### config.mk
export PLATFORM = sky130hd
export DESIGN_NAME = ddr3_ov5640_wr_packer
export DESIGN_NICKNAME = d
export VERILOG_FILES = /design/src/rtl/ddr3_wr_pkg.sv /design/src/rtl/ddr3_wr_word_fifo.sv /design/src/rtl/ddr3_ov5640_wr_packer.sv
export SDC_FILE = /design/constraint.sdc
export NUM_CORES = 2
export LEC_CHECK = 0
export ABC_CLOCK_PERIOD_IN_PS = 11130
export BUFFER_PORTS_ARGS = -buffer_cell sky130_fd_sc_hd__buf_2
export CORE_MARGIN = 10
export CORE_UTILIZATION = 50
export DETAILED_ROUTE_END_ITERATION = 10
export GPL_TIMING_DRIVEN = 1
export PLACE_DENSITY = 0.77
export SETUP_SLACK_MARGIN = 0.15
export SLEW_MARGIN = 20
export SYNTH_ARGS = -nofsm -noshare
export SYNTH_HDL_FRONTEND = slang
export SYNTH_HIERARCHICAL = 1
export SYNTH_SLANG_ARGS = --single-unit
export TNS_END_PERCENT = 5
### constraint.sdc
create_clock -name wr_clk -period 11.13 [get_ports wr_clk]
set_clock_uncertainty 0.2 [all_clocks]
set_input_delay 0.5565 -clock wr_clk [delete_from_list [all_inputs] [get_ports wr_clk]]
set_output_delay 0.5565 -clock wr_clk [all_outputs]
set_load 0.02 [all_outputs]
### src/rtl/ddr3_wr_pkg.sv
// Shared definitions for the DDR3 write-side pixel packer: FSM state
// encoding and the fixed sizes of the controller write interface.
package ddr3_wr_pkg;

    typedef enum logic [1:0] {
        ST_IDLE = 2'd0,
        ST_REQ  = 2'd1,
        ST_DATA = 2'd2
    } wr_state_t;

    localparam int BYTES_PER_BEAT = 8;
    localparam int REQ_LEN_W      = 8;
    localparam int BEAT_CNT_W     = 7;

endpackage

### src/rtl/ddr3_wr_word_fifo.sv
// Single-clock show-ahead word FIFO. The head word is always visible on
// o_head; a push into a full FIFO is ignored unless a pop frees the slot
// in the same cycle.
module ddr3_wr_word_fifo #(
    parameter int DATA_W  = 64,
    parameter int DEPTH_W = 6
) (
    input  logic               i_clk,
    input  logic               i_rst,
    input  logic               i_push,
    input  logic [DATA_W-1:0]  i_push_data,
    input  logic               i_pop,
    output logic [DATA_W-1:0]  o_head,
    output logic               o_full,
    output logic [DEPTH_W:0]   o_count
);

    localparam logic [DEPTH_W:0] FULL_COUNT = {1'b1, {DEPTH_W{1'b0}}};

    logic [DATA_W-1:0]  r_mem [0:(1<<DEPTH_W)-1];
    logic [DEPTH_W-1:0] r_wr_ptr;
    logic [DEPTH_W-1:0] r_rd_ptr;
    logic [DEPTH_W:0]   r_count;

    logic w_empty;
    logic w_push_ok;
    logic w_pop_ok;

    assign w_empty   = (r_count == '0);
    assign o_full    = (r_count == FULL_COUNT);
    assign w_pop_ok  = i_pop & ~w_empty;
    assign w_push_ok = i_push & (~o_full | w_pop_ok);
    assign o_head    = r_mem[r_rd_ptr];
    assign o_count   = r_count;

    // Storage array; contents need no reset because the count gates every read.
    always_ff @(posedge i_clk) begin
        if (w_push_ok) begin
            r_mem[r_wr_ptr] <= i_push_data;
        end
    end

    // Pointer and occupancy tracking.
    always_ff @(posedge i_clk) begin
        if (i_rst) begin
            r_wr_ptr <= '0;
            r_rd_ptr <= '0;
            r_count  <= '0;
        end else begin
            if (w_push_ok) begin
                r_wr_ptr <= r_wr_ptr + DEPTH_W'(1);
            end
            if (w_pop_ok) begin
                r_rd_ptr <= r_rd_ptr + DEPTH_W'(1);
            end
            case ({w_push_ok, w_pop_ok})
                2'b10:   r_count <= r_count + (DEPTH_W+1)'(1);
                2'b01:   r_count <= r_count - (DEPTH_W+1)'(1);
                default: r_count <= r_count;
            endcase
        end
    end

endmodule

### src/rtl/ddr3_ov5640_wr_packer.sv
// Packs 16-bit camera pixels into 64-bit DDR3 words, buffers them, and
// issues fixed-length burst writes at linear, frame-wrapping addresses.
module ddr3_ov5640_wr_packer
    import ddr3_wr_pkg::*;
#(
    parameter int                    IN_DATA_WIDTH  = 16,
    parameter int                    OUT_DATA_WIDTH = 64,
    parameter int                    BURST_LEN      = 16,
    parameter int                    FIFO_DEPTH_W   = 6,
    parameter int                    ADDR_WIDTH     = 28,
    parameter logic [ADDR_WIDTH-1:0] BASE_ADDR      = '0,
    parameter int unsigned           FRAME_BYTES    = 1280*720*2
) (
    input  logic                      wr_clk,
    input  logic                      wr_rst,
    input  logic                      frame_start,
    input  logic                      pix_en,
    input  logic [IN_DATA_WIDTH-1:0]  pix_data,
    output logic                      req_valid,
    input  logic                      req_ready,
    output logic [ADDR_WIDTH-1:0]     req_addr,
    output logic [REQ_LEN_W-1:0]      req_len,
    output logic                      wdata_valid,
    input  logic                      wdata_ready,
    output logic [OUT_DATA_WIDTH-1:0] wdata,
    output logic                      wdata_last,
    output logic                      overflow
);

    localparam int LANES  = OUT_DATA_WIDTH / IN_DATA_WIDTH;
    localparam int LANE_W = $clog2(LANES);

    localparam logic [LANE_W-1:0]         LAST_LANE   = LANE_W'(LANES-1);
    localparam logic [FIFO_DEPTH_W:0]     BURST_WORDS = (FIFO_DEPTH_W+1)'(BURST_LEN);
    localparam logic [BEAT_CNT_W-1:0]     LAST_BEAT   = BEAT_CNT_W'(BURST_LEN-1);
    localparam logic [ADDR_WIDTH-1:0]     BURST_BYTES = ADDR_WIDTH'(BURST_LEN*BYTES_PER_BEAT);
    localparam logic [ADDR_WIDTH-1:0]     FRAME_END   = BASE_ADDR + ADDR_WIDTH'(FRAME_BYTES);

    logic [LANE_W-1:0]         r_lane;
    logic [OUT_DATA_WIDTH-1:0] r_pack;
    logic                      r_push;
    logic [OUT_DATA_WIDTH-1:0] r_push_word;
    logic                      r_overflow;

    wr_state_t                 r_state;
    logic [ADDR_WIDTH-1:0]     r_addr;
    logic                      r_addr_pend;
    logic                      r_req_valid;
    logic [ADDR_WIDTH-1:0]     r_req_addr;
    logic                      r_wdata_valid;
    logic                      r_wdata_last;
    logic [BEAT_CNT_W-1:0]     r_beat_cnt;

    logic [LANE_W-1:0]         w_lane;
    logic                      w_pop;
    logic                      w_full;
    logic                      w_drop;
    logic [FIFO_DEPTH_W:0]     w_count;
    logic [OUT_DATA_WIDTH-1:0] w_head;
    logic [ADDR_WIDTH-1:0]     w_idle_addr;
    logic [ADDR_WIDTH-1:0]     w_addr_inc;
    logic [ADDR_WIDTH-1:0]     w_next_addr;

    // A frame start restarts packing at lane 0 in the very same cycle.
    assign w_lane      = frame_start ? '0 : r_lane;
    assign w_pop       = r_wdata_valid & wdata_ready;
    assign w_drop      = r_push & w_full & ~w_pop;
    assign w_idle_addr = r_addr_pend ? BASE_ADDR : r_addr;
    assign w_addr_inc  = r_addr + BURST_BYTES;
    assign w_next_addr = (w_addr_inc == FRAME_END) ? BASE_ADDR : w_addr_inc;

    assign req_valid   = r_req_valid;
    assign req_addr    = r_req_addr;
    assign req_len     = REQ_LEN_W'(BURST_LEN-1);
    assign wdata_valid = r_wdata_valid;
    assign wdata_last  = r_wdata_last;
    assign wdata       = r_wdata_valid ? w_head : '0;
    assign overflow    = r_overflow;

    ddr3_wr_word_fifo #(
        .DATA_W  (OUT_DATA_WIDTH),
        .DEPTH_W (FIFO_DEPTH_W)
    ) u_fifo (
        .i_clk       (wr_clk),
        .i_rst       (wr_rst),
        .i_push      (r_push),
        .i_push_data (r_push_word),
        .i_pop       (w_pop),
        .o_head      (w_head),
        .o_full      (w_full),
        .o_count     (w_count)
    );

    // Pixel packer: collects lanes and hands a finished word to the FIFO one cycle later.
    always_ff @(posedge wr_clk) begin
        if (wr_rst) begin
            r_lane      <= '0;
            r_pack      <= '0;
            r_push      <= 1'b0;
            r_push_word <= '0;
        end else begin
            r_push <= 1'b0;
            if (pix_en) begin
                r_pack[w_lane*IN_DATA_WIDTH +: IN_DATA_WIDTH] <= pix_data;
                if (w_lane == LAST_LANE) begin
                    r_push      <= 1'b1;
                    r_push_word <= {pix_data, r_pack[OUT_DATA_WIDTH-IN_DATA_WIDTH-1:0]};
                    r_lane      <= '0;
                end else begin
                    r_lane <= w_lane + LANE_W'(1);
                end
            end else if (frame_start) begin
                r_lane <= '0;
            end
        end
    end

    // Sticky drop flag; a new drop in the frame-start cycle still wins.
    always_ff @(posedge wr_clk) begin
        if (wr_rst) begin
            r_overflow <= 1'b0;
        end else if (w_drop) begin
            r_overflow <= 1'b1;
        end else if (frame_start) begin
            r_overflow <= 1'b0;
        end
    end

    // Burst FSM: address reload only between bursts, request, then stream beats.
    always_ff @(posedge wr_clk) begin
        if (wr_rst) begin
            r_state       <= ST_IDLE;
            r_addr        <= BASE_ADDR;
            r_addr_pend   <= 1'b0;
            r_req_valid   <= 1'b0;
            r_req_addr    <= '0;
            r_wdata_valid <= 1'b0;
            r_wdata_last  <= 1'b0;
            r_beat_cnt    <= '0;
        end else begin
            case (r_state)
                ST_IDLE: begin
                    if (r_addr_pend) begin
                        r_addr      <= BASE_ADDR;
                        r_addr_pend <= 1'b0;
                    end
                    if (w_count >= BURST_WORDS) begin
                        r_state     <= ST_REQ;
                        r_req_valid <= 1'b1;
                        r_req_addr  <= w_idle_addr;
                    end
                end
                ST_REQ: begin
                    if (req_ready) begin
                        r_state       <= ST_DATA;
                        r_req_valid   <= 1'b0;
                        r_wdata_valid <= 1'b1;
                        r_wdata_last  <= 1'b0;
                        r_beat_cnt    <= '0;
                    end
                end
                ST_DATA: begin
                    if (wdata_ready) begin
                        r_beat_cnt <= r_beat_cnt + BEAT_CNT_W'(1);
                        if (r_wdata_last) begin
                            r_state       <= ST_IDLE;
                            r_wdata_valid <= 1'b0;
                            r_wdata_last  <= 1'b0;
                            r_addr        <= w_next_addr;
                        end else begin
                            r_wdata_last <= ((r_beat_cnt + BEAT_CNT_W'(1)) == LAST_BEAT);
                        end
                    end
                end
                default: begin
                    r_state <= ST_IDLE;
                end
            endcase
            if (frame_start) begin
                r_addr_pend <= 1'b1;
            end
        end
    end

endmodule

# After elaboration in Yosys (flattened, before gate mapping)
# Memory sizes are Yosys's and may differ from the RTL's. A register that Yosys moved wholly into a read port is not among the register bits.
# Index checks and enable logic that the tools add are counted.
# totals
reg_bits,220
mem_bits_rw,4096
inputBits,22
output_inout_bits,104
word_cells,104
mem_count,1
# memory_table
memory,words,width,rd,rd_ports_with_merged_regs,write_ports,line_no,text
u_fifo.r_mem,64,64,1,1,1,ddr3_wr_word_fifo.sv:20,logic [DATA_W-1:0] r_mem [0:(1<<DEPTH_W)-1];
# classes
add_sub_neg,8
n_lt_le_gt_ge,1
eq_ne,12
shifts,2
muxes,38
bitwise_logic,10
n_reduce_logical,16
# ops
cell,n
two-way mux 28 bit,4
bitwise mux 64 bit,1
two-way mux 64 bit,1
variable shift 16 x 34 -> 64 bit (first input constant),1
indexed part select 16 x 34 -> 64 bit,1
case mux 28 bit (2 select lines),1
negation 6 -> 34 bit,1
adder 28 x 8 -> 28 bit (second input constant),1
equality test 28 x 21 -> 1 bit (second input constant),1
case mux 7 bit (2 select lines),2
adder 7 x 1 -> 7 bit (second input constant),2
two-way mux 1 bit,14
two-way mux 2 bit,7
two-way mux 7 bit,2
adder 6 x 1 -> 6 bit (second input constant),2
two-way mux 6 bit,2
nonzero test 2 bit,6
AND reduction 3 bit,3
!= test 2 bit (second input constant),4
AND reduction 4 bit,2
equality test 7 x 4 -> 1 bit (second input constant),1
equality test 7 bit (second input constant),1
>= comparator 7 x 5 -> 1 bit (second input constant),1
zero test 7 bit,1
12 further kinds,25

# Longest topological paths before layout
# depth
word_depth,7
mapped_depth,11

# Hierarchy
# Netlist, hierarchy kept.
# by_module_without_submodules
module,n_inst,cells_per_inst,area_each_um2,seq_area_each_um2
ddr3_wr_word_fifo,1,6603,157071.9,123498.4
ddr3_ov5640_wr_packer,1,969,7826.3,3703.6

# Least setup slack after synthesis
# No wires, ideal clock.
# synth_timing
kind,in2reg
start,input wdata_ready
end,"memory u_fifo.r_mem[55][0], enable pin"
t_arrival_ps,4132
t_required_ps,10443
slack_ps,6311
stages,5
cell_sequence,and2_1 o41ai_4 nor2_1 nand3_2 nor2_1
# synth_between
elab_chain_cells,6
# synth_lines
element,line_no,text
start: declaration,ddr3_ov5640_wr_packer.sv:24,"input logic wdata_ready,"
AND 1 bit,ddr3_ov5640_wr_packer.sv:66,assign w_pop = r_wdata_valid & wdata_ready;
AND 1 bit,ddr3_wr_word_fifo.sv:31,assign w_pop_ok = i_pop & ~w_empty;
OR 1 bit,ddr3_wr_word_fifo.sv:32,assign w_push_ok = i_push & (~o_full | w_pop_ok);
AND 1 bit,ddr3_wr_word_fifo.sv:32,
two-way mux 1 bit,ddr3_wr_word_fifo.sv:38,if (w_push_ok) begin
two-way mux 1 bit (implied by the code),ddr3_wr_word_fifo.sv:39,r_mem[r_wr_ptr] <= i_push_data;
end: declaration,ddr3_wr_word_fifo.sv:20,
# Every way passes these cells.

==> impl_metrics.env <==
export IMPL_status="completed"
export IMPL_htree_levels=5
export IMPL_fin_crit_sh=0.584
export IMPL_worst_slew_pin_slew_ns=1.29
export IMPL_grt_usage=0.253
export IMPL_clockBufferDepth=4
export IMPL_clk_latency_ns=1.01
export IMPL_tritoncts="done"
export IMPL_syn_to_final_growth_pct=12.1
export IMPL_dp_hpwl_um=230000
export IMPL_die_area_mm2=0.353
export IMPL_routedWlPerCell_um=36.4
export IMPL_grt_max_degree=136
export IMPL_worstPathRequired_ns=10.37
export IMPL_slew_viol_final=0
export IMPL_synth_distinct_cells=67
export IMPL_grt_pass1_wl_um=648000
export IMPL_first_global_vias=86300
export IMPL_synth_async_reset_ratio=0
export IMPL_fill_cells=22700
export IMPL_drt_iter0_markers=14400
export IMPL_viasPerCell=6.82
export IMPL_netlist_area_leader_share=0.746
export IMPL_cap_violations=0
export IMPL_p_per_area_mw_per_mm2=169
export IMPL_ys_top_cells_by_area="edfxtp_1 75%, mux4_2 15%, dfxtp_1 2.5%"
export IMPL_start_kind="flop"
export IMPL_worstHoldPathType="flop to flop"
export IMPL_yosys_register_bits=4306
export IMPL_cts_root_buffer="clkbuf_16"
export IMPL_yosysMostFrequentCell="edfxtp_1"
export IMPL_dr_pass1_iters=6
export IMPL_io_pins=126
export IMPL_crit_family="buffers and inverters"
export IMPL_crit_buf_inv=4
export IMPL_fin_setup_tns_ns=0
export IMPL_yosys_top_cells_count="4096 x edfxtp_1, 1127 x mux4_2, 247 x nand2_1, 243 x a21oi_1, 240 x nor2_1"
export IMPL_cts_resized=0
export IMPL_syn_avg_cell_area_um2=21.8
export IMPL_yosys_area_top_type="edfxtp_1"
export IMPL_overflow=0
export IMPL_crit_end="wdata[46]"
export IMPL_die_h_um=594
export IMPL_die_width_um=594
export IMPL_rr_worst_depth=7
export IMPL_start_util=0.503
export IMPL_path_cells="buf_12, buf_4, buf_4, mux4_2, nor2b_1, a211oi_1, a21oi_1, o22ai_1, nor2_1, and2_1, buf_2"
export IMPL_drc_errors=0
export IMPL_cp_end_kind="output pin"
export IMPL_fin_nets=7941
export IMPL_io_buffer_count=117
export IMPL_synthCells=7572
export IMPL_routed_wl_um=458000
export IMPL_slew_headroom=0.137
export IMPL_ys_flop_type="edfxtp_1"
export IMPL_netlist_area_mm2=0.165
export IMPL_timing_rr_start="wdata_valid$_SDFFE_PP0P_"
export IMPL_hold_violations=0
export IMPL_ys_seq_area_frac=0.771
export IMPL_gp_congestion=0.826
export IMPL_antenna_left=0
export IMPL_slowest_stage="buf_4"
export IMPL_synth_edf_count=4096
export IMPL_rsz0062_at_grt="false"
export IMPL_reg2reg_setup_slack_ns=5.99
export IMPL_r2r_end="u_fifo/r_mem[61][6]$_DFFE_PP_"
export IMPL_cts_buffers=410
export IMPL_fin_crit_ns=6.50
export IMPL_crit_type="flop to output pin"
export IMPL_path_depth=11
export IMPL_path_common_cell="buf_4"
export IMPL_vias=86000
export IMPL_p_leak_nw=50.4
export IMPL_yosys_warnings=6
export IMPL_coreArea_mm2=0.328
export IMPL_cts_clk_slew_worst_paths_ns=0.06
export IMPL_vdd_drop_max_uv=158
export IMPL_finalSetupViolations=0
export IMPL_utilization=0.564
export IMPL_arrival_ns=5.74
export IMPL_worst_path_max_fanout=92
export IMPL_row_count=210
export IMPL_cpPeakStageDelay_ns=0.87
export IMPL_grt_antenna_before_repair=35
export IMPL_layout_drive_gt1_share=0.275
export IMPL_max_freq_mhz=154
export IMPL_cts_sinks=4306
[flip-flops by register name, summed over array words and instances, names as in the netlist, 2 cells and up, named ones only]
name / flops
r_pack: 48
req_addr: 28
r_lane: 2
r_push_word: 64
u_fifo/r_mem: 4096
u_fifo/r_rd_ptr: 6
r_beat_cnt: 7
u_fifo/o_count: 7
r_addr: 28
u_fifo/r_wr_ptr: 6
r_state: 2
[power by group]
part / total, mW / switching, mW / internal [mW]
combinational: 0.0699 / 0.0532 / 0.0168
clock: 13.7 / 6.02 / 7.70
sequential: 17.5 / 0.00430 / 17.4
[worst min-delay path, stage by stage, from the launching register on]
cell	delay, ns
dfxtp_1	0.31
nand2_1	0.05
a21oi_1	0.05
[per-layer routing]
metal / track usage / part of all wire / up-vias
met1: 0.334 / 0.34 / 45000
met5: 0.00120 / 0.00058 / -
met4: 0.101 / 0.044 / 38
met2: 0.392 / 0.47 / 7376
li1: - / - / 32400
met3: 0.0833 / 0.15 / 1275
[worst min-delay path by stage]
stage                                              end                    start  slack, ns  depth (start not counted)
after CTS                 r_push_word[38]$_SDFFE_PP0P_  r_pack[38]$_SDFFE_PP0P_       0.24                          2
after global routing      r_push_word[38]$_SDFFE_PP0P_  r_pack[38]$_SDFFE_PP0P_       0.24                          2
after global placement    r_push_word[19]$_SDFFE_PP0P_  r_pack[19]$_SDFFE_PP0P_       0.23                          2
after detailed placement   r_push_word[8]$_SDFFE_PP0P_   r_pack[8]$_SDFFE_PP0P_       0.24                          2
after floorplan            r_push_word[0]$_SDFFE_PP0P_   r_pack[0]$_SDFFE_PP0P_       0.23                          2
final                     r_push_word[34]$_SDFFE_PP0P_  r_pack[34]$_SDFFE_PP0P_       0.23                          2
[per-stage QoR]
stage               cell area [um2]  hold WS (ns)  worst slack, ns  cells  total power [mW]
finish                       185000         0.228             4.63  12600              31.2
global route                 185000         0.239             4.62  12600              31.9
CTS                          185000         0.238             4.76  12600              31.3
detailed placement           171000         0.239             5.82  11800              17.9
global placement             171000         0.231             5.87  11800              17.9
floorplan                    165000         0.232             6.31   7578              17.8
[kinds of logic after synthesis]
family,share of synthesized area
AO/OA/AOI/OAI,0.0235
other,0.0000455
XOR/XNOR,0.00127
multiplexers,0.166
AND/OR/NAND/NOR,0.0239
flip-flops,0.771
buffers and inverters,0.0131
adder cells (fa/ha/maj),0.00126
[layout make-up]
type / instances / area [um2] / area share
Antenna cell: 19 / 47.5 / 0.000257
Clock buffer: 530 / 10900 / 0.0590
Clock inverter: 223 / 2190 / 0.0118
Inverter: 21 / 81.3 / 0.000440
Multi-Input combinational cell: 2808 / 36100 / 0.195
Sequential cell: 4306 / 127000 / 0.689
Tap cell: 4346 / 5440 / 0.0294
Timing Repair Buffer: 356 / 2700 / 0.0146
[placed cells by master (no fill, tap or decap), types with 10 or more instances in the layout]
| cell type | n |
|---|---|
| nor3_1 | 33 |
| clkinv_1 | 78 |
| o211ai_1 | 24 |
| nand2_1 | 244 |
| ha_1 | 15 |
| a21oi_1 | 241 |
| inv_1 | 20 |
| dlygate4sd3_1 | 21 |
| clkbuf_1 | 102 |
| mux2_2 | 81 |
| xnor2_1 | 12 |
| dfxtp_1 | 157 |
| inv_6 | 12 |
| mux4_2 | 1127 |
| edfxtp_1 | 4096 |
| nand3b_1 | 28 |
| nor2b_1 | 72 |
| a211oi_1 | 62 |
| buf_2 | 116 |
| nor2_1 | 176 |
| a31oi_1 | 43 |
| diode_2 | 19 |
| nand3_1 | 51 |
| or3_1 | 10 |
| clkbuf_8 | 16 |
| o22ai_1 | 103 |
| xor2_1 | 12 |
| mux2i_1 | 99 |
| and2_1 | 66 |
| dfxtp_4 | 43 |
| clkinv_2 | 69 |
| a22oi_1 | 76 |
| bufinv_16 | 33 |
| buf_4 | 199 |
| dfxtp_2 | 10 |
| clkinvlp_4 | 12 |
| clkbuf_16 | 412 |
| nor2_4 | 63 |
| buf_12 | 16 |
| o21ai_0 | 43 |
[timing repair]
item	in CTS	in global routing
buffers inserted	0	0
setup endpoints to repair	0	0
endpoints found under the hold margin	138	0
hold buffers	21	0
(Power assumes the default switching activity.)
